`config.mk`:
```
export PLATFORM = sky130hd
export DESIGN_NAME = round_pipe
export DESIGN_NICKNAME = d
export VERILOG_FILES = /design/src/rtl/round_pipe.sv
export SDC_FILE = /design/constraint.sdc
export NUM_CORES = 1
export LEC_CHECK = 0
export ABC_AREA = 1
export CORE_MARGIN = 4
export CORE_UTILIZATION = 46
export CTS_CLUSTER_DIAMETER = 60
export DETAILED_ROUTE_END_ITERATION = 16
export GPL_TIMING_DRIVEN = 0
export PLACE_DENSITY = 0.75
export SYNTH_ARGS = -nofsm -noshare
export SYNTH_HDL_FRONTEND = slang
export SYNTH_SLANG_ARGS = --single-unit
```
`constraint.sdc`:
```
create_clock -name clk -period 1.7 [get_ports clk]
set_clock_uncertainty 0.1 [all_clocks]
set_input_delay 0.34 -clock clk [delete_from_list [all_inputs] [get_ports clk]]
set_output_delay 0.34 -clock clk [all_outputs]
set_load 0.02 [all_outputs]
```
`src/rtl/round_pipe.sv`:
```
// round_pipe: 2-stage elastic IEEE-754-style rounder with flags.
// Define ROUND_PIPE_DIRECTED_EN to honour in_rmode; otherwise RNE only.
module round_pipe #(
  parameter int EXP_SIZE    = 8,
  parameter int MANTIS_SIZE = 23
) (
  input  logic                   clk,
  input  logic                   rst,
  input  logic                   in_valid,
  output logic                   in_ready,
  input  logic                   in_sign,
  input  logic [EXP_SIZE-1:0]    in_exp,
  input  logic [MANTIS_SIZE+3:0] in_mantis,
  input  logic [1:0]             in_rmode,
  output logic                   out_valid,
  input  logic                   out_ready,
  output logic                   out_sign,
  output logic [EXP_SIZE-1:0]    out_exp,
  output logic [MANTIS_SIZE-1:0] out_mantis,
  output logic                   out_inexact,
  output logic                   out_overflow
);

  localparam int E = EXP_SIZE;
  localparam int M = MANTIS_SIZE;

  localparam logic [E-1:0] EXP_MAX = {E{1'b1}};
  localparam logic [E-1:0] EXP_TOP = {{(E-1){1'b1}}, 1'b0};
  localparam logic [E-1:0] EXP_ONE = {{(E-1){1'b0}}, 1'b1};

  typedef struct packed {
    logic         sign;
    logic [E-1:0] exp;
    logic [M+1:0] sum;
    logic         inexact;
    logic         ovf;
    logic         to_inf;
  } s1_t;

  logic s1_v;
  logic s2_v;
  logic s1_en;
  logic s2_en;
  s1_t  s1_d;
  s1_t  s1_q;

  assign s2_en    = ~s2_v | out_ready;
  assign s1_en    = ~s1_v | s2_en;
  assign in_ready = s1_en;
  assign out_valid = s2_v;

  logic [1:0] rmode;
`ifdef ROUND_PIPE_DIRECTED_EN
  assign rmode = in_rmode;
`else
  logic unused_rmode;
  assign unused_rmode = ^in_rmode;
  assign rmode = 2'b00;
`endif

  logic g;
  logic rs;
  logic lsb;
  logic ix;
  logic special;
  logic inc;
  logic to_inf;
  logic away;

  assign g       = in_mantis[2];
  assign rs      = |in_mantis[1:0];
  assign lsb     = in_mantis[3];
  assign ix      = g | rs;
  assign special = &in_exp;

  always_comb begin
    inc    = 1'b0;
    to_inf = 1'b0;
    unique case (rmode)
      2'b00: begin
        inc    = g & (rs | lsb);
        to_inf = 1'b1;
      end
      2'b01: begin
        inc    = 1'b0;
        to_inf = 1'b0;
      end
      2'b10: begin
        inc    = ix & ~in_sign;
        to_inf = ~in_sign;
      end
      2'b11: begin
        inc    = ix & in_sign;
        to_inf = in_sign;
      end
      default: ;
    endcase
  end

  // Truncating modes still flag overflow when the exact value lies past max finite.
  assign away = to_inf ? inc : ix;

  always_comb begin
    s1_d         = '0;
    s1_d.sign    = in_sign;
    s1_d.exp     = in_exp;
    s1_d.sum     = {1'b0, in_mantis[M+3:3]}
                 + (M+2)'(inc & ~special);
    s1_d.inexact = ix & ~special;
    s1_d.ovf     = ~special
                 & (in_exp == EXP_TOP)
                 & (&in_mantis[M+3:3])
                 & away;
    s1_d.to_inf  = to_inf;
  end

  logic [E-1:0] nxt_exp;
  logic [M-1:0] nxt_frac;
  logic         nxt_ix;
  logic         nxt_ovf;

  always_comb begin
    nxt_exp  = s1_q.exp;
    nxt_frac = s1_q.sum[M-1:0];
    nxt_ix   = s1_q.inexact;
    nxt_ovf  = 1'b0;
    if (s1_q.ovf) begin
      nxt_ix   = 1'b1;
      nxt_ovf  = 1'b1;
      nxt_exp  = s1_q.to_inf ? EXP_MAX : EXP_TOP;
      nxt_frac = s1_q.to_inf ? '0 : '1;
    end else if (s1_q.sum[M+1]) begin
      nxt_exp  = s1_q.exp + EXP_ONE;
      nxt_frac = '0;
    end else if (s1_q.exp == '0 && s1_q.sum[M]) begin
      nxt_exp  = EXP_ONE;
    end
  end

  always_ff @(posedge clk) begin
    if (rst) begin
      s1_v         <= 1'b0;
      s2_v         <= 1'b0;
      s1_q         <= '0;
      out_sign     <= 1'b0;
      out_exp      <= '0;
      out_mantis   <= '0;
      out_inexact  <= 1'b0;
      out_overflow <= 1'b0;
    end else begin
      if (s1_en) begin
        s1_v <= in_valid;
        if (in_valid) s1_q <= s1_d;
      end
      if (s2_en) begin
        s2_v <= s1_v;
        if (s1_v) begin
          out_sign     <= s1_q.sign;
          out_exp      <= nxt_exp;
          out_mantis   <= nxt_frac;
          out_inexact  <= nxt_ix;
          out_overflow <= nxt_ovf;
        end
      end
    end
  end

endmodule

```
# Word-level counts from Yosys, hierarchy flattened

Index checks and enable logic that the tools add are counted.
Widths: inputs -> output; s select.

Flip-flop bits (word level): 73
Bits in latches: 0
Bits in writable memories: 0
Bits in read-only memories: 0
Bits of input ports: 42
Output and inout port bits: 36
Logic and storage cells: 46
Memories kept: 0

Add/subtract/negate cells: 2
Multiply operators: 0
Divide/modulo/power cells: 0
Order comparisons: 0
Equality and inequality tests: 1
Shift-type cells: 0
Multiplexer cells: 9
Bitwise gates (word level): 14
Reduce and logical (&&, ||, !) cells: 7

Operators with widths:

| cell                | number |
|---|---|
| $mux 23             | 3 |
| $add 24x25->25      | 1 |
| $and 1x25->25       | 1 |
| $not 1->25          | 1 |
| $mux 8              | 3 |
| $reduce_and 24->1   | 1 |
| $add 8x1->8 const B | 1 |
| $eq 8x8->1 const B  | 1 |
| $logic_not 8->1     | 1 |
| $reduce_and 8->1    | 1 |
| $and 1x1->1         | 5 |
| $or 1x1->1          | 4 |
| $reduce_and 2->1    | 2 |
| $mux 1              | 3 |
| $not 1->1           | 3 |
| $reduce_or 2->1     | 1 |
| $logic_and 1x1->1   | 1 |

# Logic depth before layout (Yosys ltp)

Word-level depth: 5
Mapped depth: 16

# Least setup slack after synthesis

No wires, ideal clock.

Path kind: input-to-reg
Start point: input port in_exp[4]
End point: register s1_q[9] in the netlist's numbering
Data arrival time: 1690 ps
Required time: 1485 ps
Setup slack: -206 ps
Stages: 14
Path through: nand2_1 > nor2_1 > nand4_1 > nand3_1 > inv_1 > ha_1 > ha_1 > nand2_2 > nor2_4 > inv_2 > nor2_4 > xor2_1 > o21ai_0 > inv_1

Word-level cells in the longest chain between the ends: 4

RTL lines:

| element              | RTL line | RTL |
|---|---|---|
| start, declared      | 12       | `input logic [EXP_SIZE-1:0] in_exp,` |
| $reduce_and 8->1     | 74       | `assign special = &in_exp;` |
| $not 1->25           | 108      | `+ (M+2)'(inc & ~special);` |
| $and 1x25->25        | 108      |  |
| $add 24x25->25       | 108      |  |
| end signal, assigned | 144      | `s1_q <= '0;` |
| end signal, assigned | 153      | `if (in_valid) s1_q <= s1_d;` |
| end, declared        | 45       | `s1_t s1_q;` |

No other way between the ends.
A chain may end at the register's enable or synchronous reset.

# Worst setup path after layout

Start point: input port in_exp[7]
End point: register s1_q[9] in the netlist's numbering

Same word-level chain as after synthesis.

==> results.txt <==
----------------------------------------------------
[Drt]
  First-pass DRT Iterations ... 5
  Antenna violation net count after detailed routing ... 0
  DRT iter0 DRCs ... 229
  Routed WL ... 10.5 mm
  Vias post-DR ... 3776
  Routed length per instance ... 14.4 um
  Via density ... 5.16
  DRC errors left ... 0

[STA]
  Time the worst path needs with I/O delays and setup ... 1.80 ns
  Period Utilization, post-route ... 106%
  Final hold slack ... 0.194 ns
  Transition time of the tightest slew-check pin ... 0.612 ns
  Setup repair after global routing missed its margin ... true
  Number of setup violations in the final report ... 5
  Worst path setup slack after routing ... -0.0968 ns
  Hold Vio Cnt, Final ... 0
  Worst-case headroom to the max-slew limit ... 59.2%
  Timing-limited maximum frequency ... 557 MHz
  Final max-slew violation count ... 0

[Run status]
  Failing checks ... setup timing
  Run status ... complete, but fails checks

[Worst setup path]
  Reg2Reg Launch Point ... s1_q[29]
  Critical setup path kind ... input port to flop
  Critical path launch point type ... input port
  Most used cell along the critical path ... nor2_4
  Data required time of the worst path ... 1.88 ns
  Worst-path fanout max ... 5
  Register-to-register setup slack ... 0.21 ns
  Critical path endpoint category ... flop
  CP arrival ... 1.98 ns
  Biggest cell delay along the critical path ... 0.25 ns
  Count of buffering cells on the critical path with inverters included ... 4
  CP cell instances ... buf_6 -> nand2_4 -> nor2_4 -> nand4_1 -> nand3_2 -> inv_2 -> ha_4 -> ha_4 -> nand2_4 -> nor2_4 -> inv_2 -> nor2_4 -> xor2_1 -> o21ai_1 -> inv_1
  R2R depth ... 7
  Crit path max-delay family ... simple AND/OR/NAND/NOR gates
  Reg-to-reg critical path endpoint ... out_exp[6]
  Crit-path slowest cell ... xor2_1

[Layout]
  Antenna diode count ... 0
  Utilization of the core after routing ... 65.3%
  Most common cell after layout, fill and taps aside ... nand2_1
  Count of nets after finishing ... 675
  Share of layout cells above drive strength 1 ... 16.9%
  Synthesis-to-layout area growth ... 34.6%
  Most frequent cells in the layout ... nand2_1, nor2_1, dfxtp_1

[Power]
  Power density over the cells ... 822 nW/um^2
  Worst vdd ir ... 0.409 mV
  Leakage power figure ... 0.00227 uW

[Min path]
  Classification of the worst-slack hold path ... input port to flop
  Terminating pin of the worst hold path ... s1_q[35]
  Hold_sp ... in_exp[7]
  Number of cells on the worst hold path ... 3

[CTS]
  Deepest level of the CTS H-tree ... 3
  Clock Tree Root ... clkbuf_8
  Clk pin slew, worst setup/hold paths ... 0.08 ns
  Clock tree sinks ... 73
  CTS tree ... built
  Post-CTS Hold Buffers ... 0
  Clock latency on the worst-skew pair ... 0.34 ns
  Maximum buffer depth of the clock tree ... 2
  Number of buffers created by CTS ... 9

[Floorplanning]
  Die outline width ... 96.4 um
  Row cnt ... 31
  Die Y-Extent ... 96.4 um
  Starting density of the core ... 48.5%
  Top-level port count ... 78
  Die area ... 9290 sq um
  Core footprint ... 7410 sq um

[Logic synthesis]
  Post-synthesis average cell area ... 6.68 sq um
  XOR/XNOR share of the synthesized area ... 2.19%
  Largest family of logic cells by synthesized area ... simple AND/OR/NAND/NOR gates
  Synthesized-area fraction occupied by ao, oa, aoi and oai cells ... 15.4%
  Dominant cells by area after synthesis ... dfxtp_1, nand2_1, nor2_1
  Library cell occupying the most area in the post-synthesis netlist ... dfxtp_1
  Nets in the synthesized netlist ... 584
  Unique masters post-synth ... 27
  Yosys Warn Count ... 0
  Sequential element share of the synthesized area ... 40.7%
  Fraction of the mapped netlist area in adder cells ... 1.39%
  Share of Yosys cell area claimed by the top area cell type ... 40.7%
  Mux share of post-synthesis cell area ... 0%
  Combined area of all synthesized cells ... 3590 sq um
  Register bit total from synthesis ... 73
  Count of mapped cells out of synthesis ... 538
  Synthesized-area fraction occupied by and/or/nand/nor cells ... 31.6%

[Placed design]
  Final GP Congestion ... 0.904
  Final HPWL from detailed placement ... 8.04 mm
  Buffers on Ports ... 74

[Global routing]
  Number of antenna violations at the first check in global routing ... 0
  Overflow after GRT ... 0
  Global-route wire length before repair ... 16.6 mm
  Via count of the first global-routing pass ... 3412
  Pin count of the biggest net entering global routing ... 13
  Gr usage total ... 23.4%

[Flow run]
  Max-cap check violation count ... 0

----------------------------------------------------
==> how the worst max path moves through the flow <==
stage | slack, ns | cells past startpoint | start | end
floorplan | -0.10 | 14 | in_exp[4] | s1_q[9]
global placement | -0.92 | 17 | in_exp[3] | s1_q[17]
detailed placement | -0.95 | 17 | in_exp[3] | s1_q[17]
CTS | -0.05 | 17 | in_exp[5] | s1_q[17]
global route | -0.16 | 17 | in_exp[7] | s1_q[25]
finish | -0.1 | 15 | in_exp[7] | s1_q[9]
==> layout make-up <==
type                    count  area, sq um
plain buffers              21          111
inverters                  56          213
clock buffers              10          138
multi-input cells         388         2000
flip-flops and latches     73         1460
well taps                  99          124
repair buffers             80          731
fillers                   711         2570
clock inverters             5         56.3
==> layer usage <==
metal  part of all wire (%)  routed length, um  GRT usage, %  up-vias
met2                     45               4760          37.0      138
met1                     47               4940          33.2     1715
met4                    1.5                162          6.43        0
met5                      0                  0             0        -
li1                       -                  -             -     1909
met3                    6.5                690          3.41       14
==> synthesized netlist by cell type, drive strengths merged <==
master  number
nor2        97
or2          1
ha           4
nand2      126
o221a        1
nor3         4
dfxtp       73
o21ai       56
buf         18
a21oi       49
clkbuf       3
xnor2        5
o31ai        1
nand3       30
nand4        8
inv         56
o21bai       1
xor2         4
nand3b       1
==> sequential cells by signal, summed over array words and instances, names as in the netlist <==
name,flops
out_exp,8
out_inexact,1
out_mantis,23
out_overflow,1
out_sign,1
out_valid,1
s1_q,37
s1_v,1
==> stage by stage <==
stage / setup TNS, ns / power (uW) / std cells / area (sq um) / setup WS (ns)
global route: -1.05 / 4150 / 732 / 4840 / -0.161
finish: -0.366 / 3970 / 732 / 4840 / -0.0968
floorplan: -0.417 / 2320 / 538 / 3660 / -0.100
global placement: -28.24 / 2670 / 711 / 4520 / -0.923
detailed placement: -29.42 / 2670 / 711 / 4520 / -0.947
CTS: -0.140 / 3950 / 730 / 4720 / -0.0530
==> worst reg2reg max path: stages, from the launching register on <==
cell and delay, ns:
dfxtp_1 0.39, ha_1 0.19, nand3_1 0.13, nor2_1 0.17, nand2_1 0.08, xor2_1 0.14
o21ai_0 0.14, inv_1 0.05
==> logic make-up after synthesis <==
| logic type | after synthesis |
|---|---|
| AO/OA/AOI/OAI | 108 |
| XOR/XNOR | 9 |
| adder cells (fa/ha/maj) | 4 |
| buffers and inverters | 77 |
| flip-flops | 73 |
| AND/OR/NAND/NOR | 267 |
==> repair_timing <==
item                       4_1_cts  5_1_grt
setup endpoints to repair       78       38
resized for setup               92       44
pin swaps                       10       15
buffers inserted                 4        2
==> where the power goes <==
| group | switching [uW] | leakage (uW) | internal, uW | total (uW) |
|---|---|---|---|---|
| clock | 638 | 0.0000981 | 707 | 1340 |
| sequential | 65.2 | 0.000604 | 1830 | 1900 |
| combinational | 440 | 0.00156 | 294 | 734 |
(Power assumes the default switching activity.)
==> RTL edit: new RTL, same settings <==
Add a define of `ROUND_PIPE_DIRECTED_EN`.
--- a/src/rtl/round_pipe.sv
+++ b/src/rtl/round_pipe.sv
@@ -2,2 +2,4 @@
 // Define ROUND_PIPE_DIRECTED_EN to honour in_rmode; otherwise RNE only.
+`define ROUND_PIPE_DIRECTED_EN
+
 module round_pipe #(
Function: changed (a bounded check fails within 4 cycles, from zero or initial values and one cycle with rst high).
==> RTL edit against the original RTL <==
- sequential cell count is the same
- setup slack lost 0.21 ns
- non-clock buffer count grew 37
- wire length grew 2.4%
- core utilization grew 4.9 points
- sequential share of layout area shrank 2.1 points
- total power is essentially flat
- cell area grew 7.4%
- cell count grew 2.9%
- area after synthesis grew 0.10%
- die area is essentially flat
- first-iteration DRC count grew 2.6%
- the flow still finishes with violations (negative setup slack)
==> RTL edit: results (changes against the original RTL) <==
- Status: complete, but fails checks (unchanged)
- Violated checks: negative setup slack (unchanged)
- DP Wirelength: 7550 um (was 8040 um)
- Ys Warns: 0 (unchanged)
- Port bufs: 76 (was 74)
- Critical path fanouts, max: 3 (was 5)
- First-pass DRT Iterations: 5 (unchanged)
- Leak: 2.43 nW (was 2.27 nW)
- Detailed Route WL: 10800 um (was 10500 um)
- Fillers: 637 (was 711)
- Sw Ratio: 0.279 (was 0.288)
- Top post-synthesis cells by count: 110 x nand2_1, 81 x nor2_1, 73 x dfxtp_1 (was 120 x nand2_1, 85 x nor2_1, 73 x dfxtp_1)
- Post-synth cell types: 36 (was 27)
- Layout cells sized above 1: 0.231 (was 0.169)
- CTS HTree Levels: 3 (unchanged)
- Setup WS post-layout: -0.304 ns (was -0.0968 ns)
- Post-synthesis sequential area ratio: 0.406 (was 0.407)
- GP Congestion: 0.966 (was 0.904)
- Initial antenna violation count: 0 (unchanged)
- Vias per cell: 5.17 (was 5.16)
- Initial DRC count: 235 (was 229)
- Final setup viols: 22 (was 5)
- Vias in the first global route: 3547 (was 3412)
- Post-Syn Nets: 571 (was 584)
- Tot GR Track Use: 0.238 (was 0.234)
- Slew @ Worst Pin: 0.599 ns (was 0.612 ns)
- Max stage delay cell, worst path: a21oi_4 (was xor2_1)
- Critical Path Max Stage Delay: 0.19 ns (was 0.25 ns)
- First-pass GRT wire length: 17000 um (was 16600 um)
- Maximum vdd ir drop: 0.000532 V (was 0.000409 V)
- Clock slew at reported path FFs: 0.07 ns
- Top area cells in the synthesized netlist: dfxtp_1 41%, nand2_1 11%, nor2_1 8.5% (was dfxtp_1 41%, nand2_1 13%, nor2_1 8.9%)
- Nets: 697 (was 675)
- Largest net degree at the start of global routing: 12 (was 13)
==> RTL edit: changes by cell type in the layout (fill, tap and decap cells not counted), moves of 6 or more <==
| cell | unedited run | this run |
|---|---|---|
| buf_4 | 8 | 41 |
| nand2_1 | 109 | 98 |
| nand3_1 | 21 | 14 |
| nor2_1 | 79 | 73 |
==> RTL edit: layout make-up <==
type / instances / area, um2 / share of cell area
flip-flops and latches: 73 / 1460 / 0.281
clock inverters: 3 / 42.5 / 0.00818
clock buffers: 11 / 141 / 0.0272
well taps: 99 / 124 / 0.0238
multi-input cells: 375 / 2100 / 0.403
repair buffers: 115 / 983 / 0.189
inverters: 54 / 220 / 0.0424
plain buffers: 23 / 129 / 0.0248
==> RTL edit: layer usage <==
layer,GRT usage,vias to the layer above,part of all wire
met5,0,-,0
met4,0.0935,0,0.018
met1,0.320,1773,0.44
met3,0.0325,20,0.066
li1,-,1945,-
met2,0.386,152,0.48
==> RTL edit: cells by family (layout without fill, tap and decap cells) <==
group | Yosys count | after routing | synth area share
fa+ha+maj | 4 | 4 | 0.0139
xor+xnor | 13 | 13 | 0.0317
buf+inv | 77 | 206 | 0.0883
flops | 73 | 73 | 0.406
compound gates | 118 | 118 | 0.173
simple gates | 240 | 240 | 0.287
==> RTL edit: worst max-delay path: cells and delay by family <==
kind	cells	cell delay (ns)
compound gates	3	0.50
fa+ha+maj	2	0.33
buf+inv	4	0.22
simple gates	8	0.74
==> RTL edit: worst paths after layout <==
kind,startpoint,end,depth (start not counted),slack [ns]
setup / recovery,in_sign,s1_q[25],17,-0.30
hold / removal,in_exp[7],s1_q[35],3,0.21
setup reg to reg,s1_q[29],out_exp[6],7,0.20
hold reg to reg,out_exp[0],out_exp[0],2,0.37
==> RTL edit: per-stage QoR <==
step	total power, W	setup WS [ns]	setup TNS [ns]	area, um2	instances
floorplan	0.00231	-0.304	-3.47	3670	525
global placement	0.00263	-1.16	-33.53	4550	700
detailed placement	0.00265	-1.21	-35.80	4550	700
CTS	0.00393	-0.166	-1.07	5000	744
global route	0.00416	-0.391	-5.50	5200	753
finish	0.00397	-0.304	-4.10	5200	753
==> RTL edit: repair_timing <==
| action | CTS | global route |
|---|---|---|
| endpoints found under the setup margin | 61 | 50 |
| resized for setup | 123 | 48 |
| buffers inserted | 30 | 9 |
| pin swaps | 27 | 28 |
==> RTL edit: power by group through the flow <==
stage | clock network, W | logic (W) | registers, W
after floorplan | 0 | 0.000327 | 0.00198
after CTS | 0.00130 | 0.000735 | 0.00190
final | 0.00129 | 0.000783 | 0.00190
after global routing | 0.00138 | 0.000862 | 0.00191
after detailed placement | 0 | 0.000713 | 0.00194
after global placement | 0 | 0.000702 | 0.00193
